==> src/rtl/cpu_multi.sv <==
// cpu_multi: multi-cycle RV32I subset core (addi/add/sub/lw/sw/beq/bne).
// Program is loaded through a serial port, then run from PC=0 until IR==0.
module cpu_multi (
    input  logic        clk,
    input  logic        rst,
    input  logic        load,
    input  logic [31:0] ins,
    input  logic        start,
    output logic        valid,
    output logic [31:0] pc,
    output logic        halted
);

    typedef enum logic [2:0] {
        S_IDLE,
        S_FETCH,
        S_DECODE,
        S_EXEC,
        S_MEM,
        S_WB,
        S_HALT
    } state_t;

    localparam logic [6:0] OP_IMM   = 7'b0010011;
    localparam logic [6:0] OP_REG   = 7'b0110011;
    localparam logic [6:0] OP_LOAD  = 7'b0000011;
    localparam logic [6:0] OP_STORE = 7'b0100011;
    localparam logic [6:0] OP_BR    = 7'b1100011;

    state_t      state_q, state_d;
    logic [31:0] pc_q, pc_d;
    logic [4:0]  ptr_q, ptr_d;
    logic [31:0] ir_q, ir_d;
    logic [31:0] a_q, a_d;
    logic [31:0] b_q, b_d;
    logic [31:0] imm_q, imm_d;
    logic [31:0] alu_q, alu_d;
    logic [31:0] mdr_q, mdr_d;
    logic        valid_q, valid_d;
    logic        halted_q, halted_d;

    logic [31:0] imem_q [32];
    logic [31:0] rf_q   [32];
    logic [31:0] dmem_q [32];

    logic        imem_we;
    logic        rf_we;
    logic [4:0]  rf_wa;
    logic [31:0] rf_wd;
    logic        dm_we;
    logic [4:0]  dm_wa;
    logic [31:0] dm_wd;

    logic [6:0]  opcode;
    logic [2:0]  funct3;
    logic [6:0]  funct7;
    logic [4:0]  rd;
    logic [4:0]  rs1;
    logic [4:0]  rs2;
    logic [31:0] imm_i;
    logic [31:0] imm_s;
    logic [31:0] imm_b;
    logic        is_addi;
    logic        is_add;
    logic        is_sub;
    logic        is_lw;
    logic        is_sw;
    logic        is_beq;
    logic        is_bne;
    logic        is_br;
    logic        br_take;

    assign valid  = valid_q;
    assign pc     = pc_q;
    assign halted = halted_q;

    // Instruction field extraction and class decode from the held IR
    always_comb begin
        opcode  = ir_q[6:0];
        rd      = ir_q[11:7];
        funct3  = ir_q[14:12];
        rs1     = ir_q[19:15];
        rs2     = ir_q[24:20];
        funct7  = ir_q[31:25];
        imm_i   = {{20{ir_q[31]}}, ir_q[31:20]};
        imm_s   = {{20{ir_q[31]}}, ir_q[31:25], ir_q[11:7]};
        imm_b   = {{19{ir_q[31]}}, ir_q[31], ir_q[7],
                   ir_q[30:25], ir_q[11:8], 1'b0};
        is_addi = (opcode == OP_IMM) && (funct3 == 3'b000);
        is_add  = (opcode == OP_REG) && (funct3 == 3'b000)
                  && (funct7 == 7'b0000000);
        is_sub  = (opcode == OP_REG) && (funct3 == 3'b000)
                  && (funct7 == 7'b0100000);
        is_lw   = (opcode == OP_LOAD) && (funct3 == 3'b010);
        is_sw   = (opcode == OP_STORE) && (funct3 == 3'b010);
        is_beq  = (opcode == OP_BR) && (funct3 == 3'b000);
        is_bne  = (opcode == OP_BR) && (funct3 == 3'b001);
        is_br   = is_beq || is_bne;
        br_take = (is_beq && (a_q == b_q)) || (is_bne && (a_q != b_q));
    end

    // Next-state, datapath register and memory write-port computation
    always_comb begin
        state_d  = state_q;
        pc_d     = pc_q;
        ptr_d    = ptr_q;
        ir_d     = ir_q;
        a_d      = a_q;
        b_d      = b_q;
        imm_d    = imm_q;
        alu_d    = alu_q;
        mdr_d    = mdr_q;
        valid_d  = 1'b0;
        halted_d = halted_q;
        imem_we  = 1'b0;
        rf_we    = 1'b0;
        rf_wa    = rd;
        rf_wd    = alu_q;
        dm_we    = 1'b0;
        dm_wa    = alu_q[6:2];
        dm_wd    = b_q;
        unique case (state_q)
            S_IDLE: begin
                if (load) begin
                    imem_we = 1'b1;
                    ptr_d   = ptr_q + 5'd1;
                end else if (start) begin
                    pc_d    = '0;
                    state_d = S_FETCH;
                end
            end
            S_FETCH: begin
                ir_d    = imem_q[pc_q[6:2]];
                state_d = S_DECODE;
            end
            S_DECODE: begin
                a_d = rf_q[rs1];
                b_d = rf_q[rs2];
                unique case (1'b1)
                    is_sw:   imm_d = imm_s;
                    is_br:   imm_d = imm_b;
                    default: imm_d = imm_i;
                endcase
                if (ir_q == '0) begin
                    state_d  = S_HALT;
                    halted_d = 1'b1;
                end else begin
                    state_d = S_EXEC;
                end
            end
            S_EXEC: begin
                unique case (1'b1)
                    is_addi: begin
                        alu_d   = a_q + imm_q;
                        state_d = S_WB;
                    end
                    is_add: begin
                        alu_d   = a_q + b_q;
                        state_d = S_WB;
                    end
                    is_sub: begin
                        alu_d   = a_q - b_q;
                        state_d = S_WB;
                    end
                    is_lw, is_sw: begin
                        alu_d   = a_q + imm_q;
                        state_d = S_MEM;
                    end
                    is_br: begin
                        pc_d    = br_take ? pc_q + imm_q
                                          : pc_q + 32'd4;
                        valid_d = 1'b1;
                        state_d = S_FETCH;
                    end
                    default: begin
                        pc_d    = pc_q + 32'd4;
                        valid_d = 1'b1;
                        state_d = S_FETCH;
                    end
                endcase
            end
            S_MEM: begin
                if (is_lw) begin
                    mdr_d   = dmem_q[alu_q[6:2]];
                    state_d = S_WB;
                end else begin
                    dm_we   = 1'b1;
                    pc_d    = pc_q + 32'd4;
                    valid_d = 1'b1;
                    state_d = S_FETCH;
                end
            end
            S_WB: begin
                rf_we   = (rd != 5'd0);
                rf_wd   = is_lw ? mdr_q : alu_q;
                pc_d    = pc_q + 32'd4;
                valid_d = 1'b1;
                state_d = S_FETCH;
            end
            S_HALT: begin
                state_d = S_HALT;
            end
            default: begin
                state_d = S_IDLE;
            end
        endcase
    end

    // FSM state and registered control/datapath outputs
    always_ff @(posedge clk) begin
        if (rst) begin
            state_q  <= S_IDLE;
            pc_q     <= '0;
            ptr_q    <= '0;
            ir_q     <= '0;
            a_q      <= '0;
            b_q      <= '0;
            imm_q    <= '0;
            alu_q    <= '0;
            mdr_q    <= '0;
            valid_q  <= 1'b0;
            halted_q <= 1'b0;
        end else begin
            state_q  <= state_d;
            pc_q     <= pc_d;
            ptr_q    <= ptr_d;
            ir_q     <= ir_d;
            a_q      <= a_d;
            b_q      <= b_d;
            imm_q    <= imm_d;
            alu_q    <= alu_d;
            mdr_q    <= mdr_d;
            valid_q  <= valid_d;
            halted_q <= halted_d;
        end
    end

    // Instruction memory keeps its contents across reset
    always_ff @(posedge clk) begin
        if (!rst && imem_we) begin
            imem_q[ptr_q] <= ins;
        end
    end

    // Register file; x0 is never written so it always reads zero
    always_ff @(posedge clk) begin
        if (rst) begin
            for (int i = 0; i < 32; i++) begin
                rf_q[i] <= '0;
            end
        end else if (rf_we) begin
            rf_q[rf_wa] <= rf_wd;
        end
    end

    // Data memory, cleared on reset
    always_ff @(posedge clk) begin
        if (rst) begin
            for (int i = 0; i < 32; i++) begin
                dmem_q[i] <= '0;
            end
        end else if (dm_we) begin
            dmem_q[dm_wa] <= dm_wd;
        end
    end

endmodule

==> config.mk <==
export PLATFORM = sky130hd
export DESIGN_NAME = cpu_multi
export DESIGN_NICKNAME = d
export VERILOG_FILES = /design/src/rtl/cpu_multi.sv
export SDC_FILE = /design/constraint.sdc
export NUM_CORES = 2
export LEC_CHECK = 0
export BUFFER_PORTS_ARGS = -buffer_cell sky130_fd_sc_hd__buf_2
export CAP_MARGIN = 20
export CORE_ASPECT_RATIO = 2
export CORE_UTILIZATION = 30
export CTS_CLUSTER_SIZE = 14
export DETAILED_ROUTE_END_ITERATION = 8
export GPL_ROUTABILITY_DRIVEN = 0
export GPL_TIMING_DRIVEN = 1
export PLACE_DENSITY_LB_ADDON = 0.12
export SETUP_SLACK_MARGIN = 0.3
export SYNTH_ARGS = -nofsm -noshare
export SYNTH_HDL_FRONTEND = slang
export SYNTH_SLANG_ARGS = --single-unit
==> constraint.sdc <==
create_clock -name clk -period 7.06 [get_ports clk]
set_input_delay 0.706 -clock clk [delete_from_list [all_inputs] [get_ports clk]]
set_output_delay 0.706 -clock clk [all_outputs]
set_load 0.03 [all_outputs]
**Yosys cells after proc, flatten, opt, wreduce, memory -nomap -nowiden**

Memory sizes are Yosys's and may differ from the RTL's. A register that Yosys moved wholly into a read port is not among the register bits.
Index checks and enable logic that the tools add are counted.

- Bits in registers: 87
- Latch bits: 0
- Memory bits (writable): 3072
- Bits in read-only memories: 0
- Input bits: 36
- Output and inout port bits: 34
- Logic and storage cells: 108
- Memories: 3

- $add $sub $neg: 6
- Multipliers: 0
- Divide/modulo/power cells: 0
- $lt $le $gt $ge: 0
- Eq/ne operators: 20
- Shifts and indexed selects: 0
- Mux-type cells: 39
- Bitwise gates (word level): 0
- Reduce and logical (&&, ||, !) cells: 33

Memory list:

| memory | words | bits a word | read ports | clocked after memory_dff | write ports | RTL line | source |
|---|---|---|---|---|---|---|---|
| dmem_q | 32 | 32 | 1 | 1 | 32 | 44 | `logic [31:0] dmem_q [32];` |
| imem_q | 32 | 32 | 1 | 1 | 1 | 42 | `logic [31:0] imem_q [32];` |
| rf_q | 32 | 32 | 2 | 2 | 32 | 43 | `logic [31:0] rf_q [32];` |

Operators with widths:

| operator | count |
|---|---|
| 2-to-1 mux 32 bit | 8 |
| one-hot mux 32 bit (4 select lines) | 1 |
| adder 32 bit | 3 |
| one-hot mux 32 bit (3 select lines) | 1 |
| one-hot mux 32 bit (2 select lines) | 1 |
| OR reduction 32 bit | 2 |
| adder 32 x 3 -> 32 bit (second input constant) | 1 |
| equality test 32 bit | 1 |
| zero test 32 bit | 1 |
| != test 32 bit | 1 |
| subtractor 32 bit | 1 |
| one-hot mux 12 bit (2 select lines) | 1 |
| equality test 7 x 6 -> 1 bit (second input constant) | 3 |
| one-hot mux 3 bit (7 select lines) | 1 |
| 2-to-1 mux 1 bit | 18 |
| 2-to-1 mux 3 bit | 4 |
| logical AND 1 bit | 11 |
| 2-to-1 mux 5 bit | 2 |
| AND reduction 2 bit | 5 |
| equality test 3 x 2 -> 1 bit (second input constant) | 3 |
| equality test 3 bit (second input constant) | 3 |
| != test 2 bit (second input constant) | 4 |
| equality test 7 x 2 -> 1 bit (second input constant) | 1 |
| equality test 7 x 5 -> 1 bit (second input constant) | 1 |
| other kinds (16) | 20 |

**Depth between registers and ports, before layout**

- Word-level depth: 9
- Mapped depth: 17
- Depth with buffers taken out: 16

**Worst setup path after synthesis**

Ideal clock, no wire load.

- Path kind: input port to flip-flop
- Start point: input rst
- End point: memory dmem_q[10][0] (enable)
- Setup time: 0.466 ns
- Arrival time: 4.036 ns
- Required time: 6.594 ns
- Slack: 2.558 ns
- Cell stages on the path: 6
- Buffers on the path: 2
- Path through: clkbuf_1 -> nor4_1 -> nor2b_1 -> nand2_1 -> clkbuf_1 -> o21ai_0

RTL lines:

| what | RTL line | source |
|---|---|---|
| start: declaration | 5 | `input logic rst,` |
| end: declaration | 44 |  |

**Final worst setup path**

- Start point: register b_q[26], read port of rf_q
- End point: register pc_q[10], in the netlist pc[10]

- Cells in the longest elaborated chain, start to end: 6
- Elaborated cells on any way between the ends: 8
- Those cells by class: 2 x eq/ne; 3 x mux; 3 x reduce/logical

Ends and longest elaborated chain:

| what | RTL line | source |
|---|---|---|
| start: declaration | 35 | `logic [31:0] b_q, b_d;` |
| equality test 32 bit or != test 32 bit (tied branches) | 99 | `br_take = (is_beq && (a_q == b_q)) \|\| (is_bne && (a_q != b_q));` |
| logical AND 1 bit | 99 |  |
| logical OR 1 bit (*) | 99 |  |
| 2-to-1 mux 32 bit (*) | 170 | `pc_d = br_take ? pc_q + imm_q` |
| one-hot mux 32 bit (2 select lines) (*) | 152 | `unique case (1'b1)` |
| one-hot mux 32 bit (4 select lines) (*) | 122 | `unique case (state_q)` |
| end signal: assignment | 225 | `pc_q <= pc_d;` |
| end: declaration | 31 | `logic [31:0] pc_q, pc_d;` |

Mark *: on every way between the ends. The rest lies on a longest branch, timed or not.
A chain may end at the register's enable or synchronous reset.

==> flow_results.xml <==
<?xml version="1.0" encoding="UTF-8"?>
<metrics>
  <group name="synthesis">
    <metric name="synth_top_area_cell" unit="">edfxtp_1</metric>
    <metric name="ys_types" unit="">73</metric>
    <metric name="synth.area.mux_share" unit="%">19.6</metric>
    <metric name="synth_fa_ha_area_share" unit="%">0.869</metric>
    <metric name="synthesis.area" unit="sq mm">0.149</metric>
    <metric name="synth-compound-area-share" unit="%">3.15</metric>
    <metric name="synth_top_flop_cell" unit="">edfxtp_1</metric>
    <metric name="synthTopCellsByArea" unit="">edfxtp_1 (62%), mux4_2 (18%), nor3_1 (3.3%)</metric>
    <metric name="post_synth_and_or_nand_nor_area_fraction" unit="%">8.66</metric>
    <metric name="count_of_state_elements_after_synthesis" unit="">3287</metric>
    <metric name="syn-mean-instance-area" unit="sq um">15.7</metric>
    <metric name="dominant_combinational_cell_family_by_area_after_synthesis" unit="">multiplexers</metric>
    <metric name="synth_edf_count" unit="">3072</metric>
    <metric name="post_synthesis_sequential_area_ratio" unit="%">64.6</metric>
    <metric name="synthesis.yosys.warnings" unit="">0</metric>
    <metric name="post_synth_xor_xnor_area" unit="%">0.439</metric>
    <metric name="yosys.area.top_type_share" unit="%">61.7</metric>
    <metric name="postSynth.asyncResetShare" unit="%">0</metric>
    <metric name="syn_inst" unit="">9494</metric>
  </group>
  <group name="cts">
    <metric name="clock_latency_at_the_later_pin_of_the_worst_skew_pair" unit="ns">0.98</metric>
    <metric name="post-cts-setup-buffer-count" unit="">0</metric>
    <metric name="cts_tree" unit="">done</metric>
    <metric name="cts-htree-levels" unit="">5</metric>
    <metric name="ctsResizeCount" unit="">0</metric>
    <metric name="cts_sinks" unit="">3287</metric>
    <metric name="ctsLongestPathBuffers" unit="">4</metric>
    <metric name="clkSlewWorstSetupHoldPaths" unit="ns">0.06</metric>
    <metric name="library_cell_used_as_clock_root_buffer" unit="">clkbuf_16</metric>
    <metric name="cts-buffers-inserted" unit="">328</metric>
    <metric name="holdBufCountCts" unit="">0</metric>
  </group>
  <group name="setup_path">
    <metric name="worst-setup-path-type" unit="">flip-flop to flip-flop</metric>
    <metric name="regToRegStartpoint" unit="">b_q[26]$_SDFFE_PP0P_</metric>
    <metric name="critPathMaxFanout" unit="">37</metric>
    <metric name="worst-endpoint-required" unit="ns">7.95</metric>
    <metric name="worst_r2r_end" unit="">pc[10]$_SDFFE_PP0P_</metric>
    <metric name="worstSetupStartpointType" unit="">flip-flop</metric>
    <metric name="reg2reg_setup_slack" unit="ns">1.36</metric>
    <metric name="timing.reg2reg.worst_path_depth" unit="">11</metric>
    <metric name="setup.worst_path.end_class" unit="">flip-flop</metric>
    <metric name="worst-endpoint-arrival" unit="ns">6.59</metric>
  </group>
  <group name="sta">
    <metric name="final.setup.tns" unit="ns">0</metric>
    <metric name="maxSlewViolCount" unit="">0</metric>
    <metric name="timing_worst_slew_pin_value" unit="ns">1.16</metric>
    <metric name="finalCritPeriodShare" unit="%">80.7</metric>
    <metric name="final_setup_skew" unit="ns">0.0732</metric>
    <metric name="layout_min_cycle_time" unit="ns">5.70</metric>
    <metric name="unrepaired_setup_endpoints_after_global_routing" unit="">no</metric>
    <metric name="hold_viol" unit="">0</metric>
    <metric name="max_freq" unit="MHz">175</metric>
    <metric name="setup_viol_count_final" unit="">0</metric>
    <metric name="max-slew-margin-rel" unit="%">21.3</metric>
  </group>
  <group name="detailed_routing">
    <metric name="firstDrtPassIters" unit="">6</metric>
    <metric name="ratio_of_routed_vias_to_standard_cells" unit="">5.58</metric>
    <metric name="post_detailed_route_count_of_antenna_violating_nets" unit="">0</metric>
    <metric name="detail_route.wirelength" unit="mm">589</metric>
    <metric name="routed-via-count" unit="">90800</metric>
    <metric name="drc_errors" unit="">0</metric>
    <metric name="first_iter_violations" unit="">8054</metric>
    <metric name="detail_route.wl_per_cell" unit="um">36.2</metric>
  </group>
  <group name="cells_and_area">
    <metric name="synthToLayoutAreaGrowth" unit="%">14.0</metric>
    <metric name="layout.core_utilization" unit="%">34.3</metric>
    <metric name="num-fill-cells" unit="">47600</metric>
    <metric name="final_layout_size_suffix_gt1_share" unit="%">24.6</metric>
    <metric name="layout_net_count" unit="">9496</metric>
  </group>
  <group name="placed_design">
    <metric name="buffer_ports.inserted" unit="">69</metric>
    <metric name="detailed_place_hpwl" unit="mm">358</metric>
  </group>
  <group name="min_path">
    <metric name="number_of_instances_on_the_worst_hold_path" unit="">2</metric>
    <metric name="worst_hold_startpoint" unit="">rst</metric>
    <metric name="timing.hold.worst.class" unit="">input pin to flip-flop</metric>
    <metric name="whs_endpoint" unit="">pc[18]$_SDFFE_PP0P_</metric>
  </group>
  <group name="grt">
    <metric name="globalRouteTotalUtil" unit="%">23.3</metric>
    <metric name="antenna_violations_before_repair" unit="">14</metric>
    <metric name="grt-ovfl-total" unit="">0</metric>
    <metric name="first_global_vias" unit="">94800</metric>
    <metric name="grt_start_max_net_pins" unit="">112</metric>
    <metric name="grt_pass1_wl" unit="mm">805</metric>
  </group>
  <group name="power">
    <metric name="report.power.total" unit="mW">46.5</metric>
    <metric name="ir_drop" unit="uV">227</metric>
    <metric name="leakagePower" unit="nW">51.8</metric>
    <metric name="power_per_cell_area" unit="mW/mm^2">273</metric>
  </group>
  <group name="die">
    <metric name="die_h" unit="mm">1.00</metric>
    <metric name="floorplan.die.width" unit="um">501</metric>
    <metric name="effective_utilization_at_floorplan" unit="%">30.1</metric>
    <metric name="floorplan.io_pins" unit="">70</metric>
    <metric name="design.core.area" unit="sq mm">0.496</metric>
    <metric name="die_area" unit="sq mm">0.501</metric>
    <metric name="rows" unit="">366</metric>
  </group>
  <group name="job">
    <metric name="maxCapViolCount" unit="">0</metric>
  </group>
  <group name="status">
    <metric name="result_of_the_run" unit="">finished clean</metric>
  </group>
</metrics>
-- kinds of logic (layout without fill, tap and decap cells) --
group | count (synthesis) | after routing
xor+xnor | 75 | 75
flops | 3287 | 3287
compound gates | 711 | 711
fa+ha+maj | 102 | 102
simple gates | 2904 | 2904
buf+inv | 1015 | 1113
other cells | 1 | 36
mux | 1399 | 1399
-- cells in the mapped netlist (all sizes together), types with 18 or more instances --
cell	instances
nand4	55
and2	73
dfxtp	215
nor2	1328
nand2	256
buf	296
o21ai	136
edfxtp	3072
mux2i	171
and3	26
clkbuf	662
xor2	25
inv	57
a21o	41
a22oi	135
a21oi	137
nand2b	19
mux4	1216
a211oi	125
xnor2	50
nor2b	18
ha	99
or3	20
nor3	1001
nand3	56
a31oi	29
-- power by group --
part	switching, mW	leakage [nW]	internal (mW)
Clock	8.15	5.26	10.2
Combinational	3.67	14.4	2.34
Sequential	0.432	32.1	21.8
Total	12.3	51.8	34.3
-- per-layer routing --
layer	track usage, %	vias up	wire length, um
met4	11.9	12	35300
met5	0	-	72
li1	-	37200	-
met2	45.2	3386	330000
met1	24.3	49000	198000
met3	2.48	1210	26000
-- sequential cells by signal (all words and copies together), names as in the netlist --
register / cells
imm_q: 13
alu_q: 32
imem_q: 1024
a_q: 32
b_q: 32
state_q: 3
halted: 1
dmem_q: 1024
valid: 1
mdr_q: 32
pc: 32
ptr_q: 5
ir_q: 32
rf_q: 1024
-- worst max-delay path by stage --
| stage | startpoint | to | slack, ns | cells past startpoint |
|---|---|---|---|---|
| finish | b_q[26]$_SDFFE_PP0P_ | pc[10]$_SDFFE_PP0P_ | 1.36 | 11 |
| global route | b_q[26]$_SDFFE_PP0P_ | pc[8]$_SDFFE_PP0P_ | 1.23 | 10 |
| CTS | b_q[28]$_SDFFE_PP0P_ | pc[10]$_SDFFE_PP0P_ | 1.38 | 11 |
| detailed placement | b_q[28]$_SDFFE_PP0P_ | pc[10]$_SDFFE_PP0P_ | 1.43 | 11 |
| global placement | b_q[28]$_SDFFE_PP0P_ | pc[10]$_SDFFE_PP0P_ | 1.30 | 11 |
| floorplan | rst | dmem_q[10][0]$_SDFFCE_PN0P_ | 2.56 | 6 |
-- per-stage QoR --
step | cell area, sq um | setup WS [ns] | hold WS (ns) | instances
after floorplan | 150000 | 2.56 | 0.432 | 9525
after global placement | 159000 | 1.30 | 0.484 | 15600
after detailed placement | 159000 | 1.43 | 0.492 | 15600
after CTS | 170000 | 1.38 | 0.100 | 16200
after global routing | 170000 | 1.23 | 0.182 | 16300
final | 170000 | 1.36 | 0.137 | 16300
-- placed cells by master, fill, tap and decap left out, types with 29 or more instances in the layout --
cell type	Yosys	routed
a211oi_1	125	125
a21o_1	41	41
a21oi_1	137	137
a22oi_1	135	135
a31oi_1	29	29
and2_1	73	71
buf_12	0	62
buf_2	229	68
buf_4	0	323
bufinv_16	0	39
clkbuf_1	661	63
clkbuf_16	0	333
clkinv_1	0	70
clkinv_2	0	52
conb_1	1	32
dfxtp_1	215	198
edfxtp_1	3072	3072
ha_1	99	99
inv_1	57	55
mux2i_1	170	137
mux2i_4	0	32
mux4_2	1216	1216
nand2_1	255	192
nand2_2	1	58
nand3_1	56	50
nand4_1	55	55
nor2_1	1327	1291
nor2_4	0	37
nor3_1	1000	997
o21ai_0	136	104
o21ai_4	0	32
xnor2_1	50	50
-- worst max-delay path, stage by stage (launching register included) --
cell and delay, ns:
dfxtp_1 0.33, inv_1 0.76, ha_1 0.40, nand4_1 0.52, nor4_1 0.77, nand4_1 0.42, mux2i_2 0.92, nand2_2 0.71
a31oi_1 0.36, nor2_1 0.07, o32a_1 0.19, nor3_1 0.16
-- layout make-up --
cell class | count | area [sq um] | share of cell area, %
sequential | 3287 | 96600 | 56.7
multi-input combinational | 5223 | 50300 | 29.5
clock buffer | 401 | 8630 | 5.06
tap | 6624 | 8290 | 4.86
timing repair buffer | 461 | 4170 | 2.45
clock inverter | 194 | 2170 | 1.27
inverter | 57 | 219 | 0.128
antenna | 4 | 10.0 | 0.00587
Power figures use the tool's default switching activity.
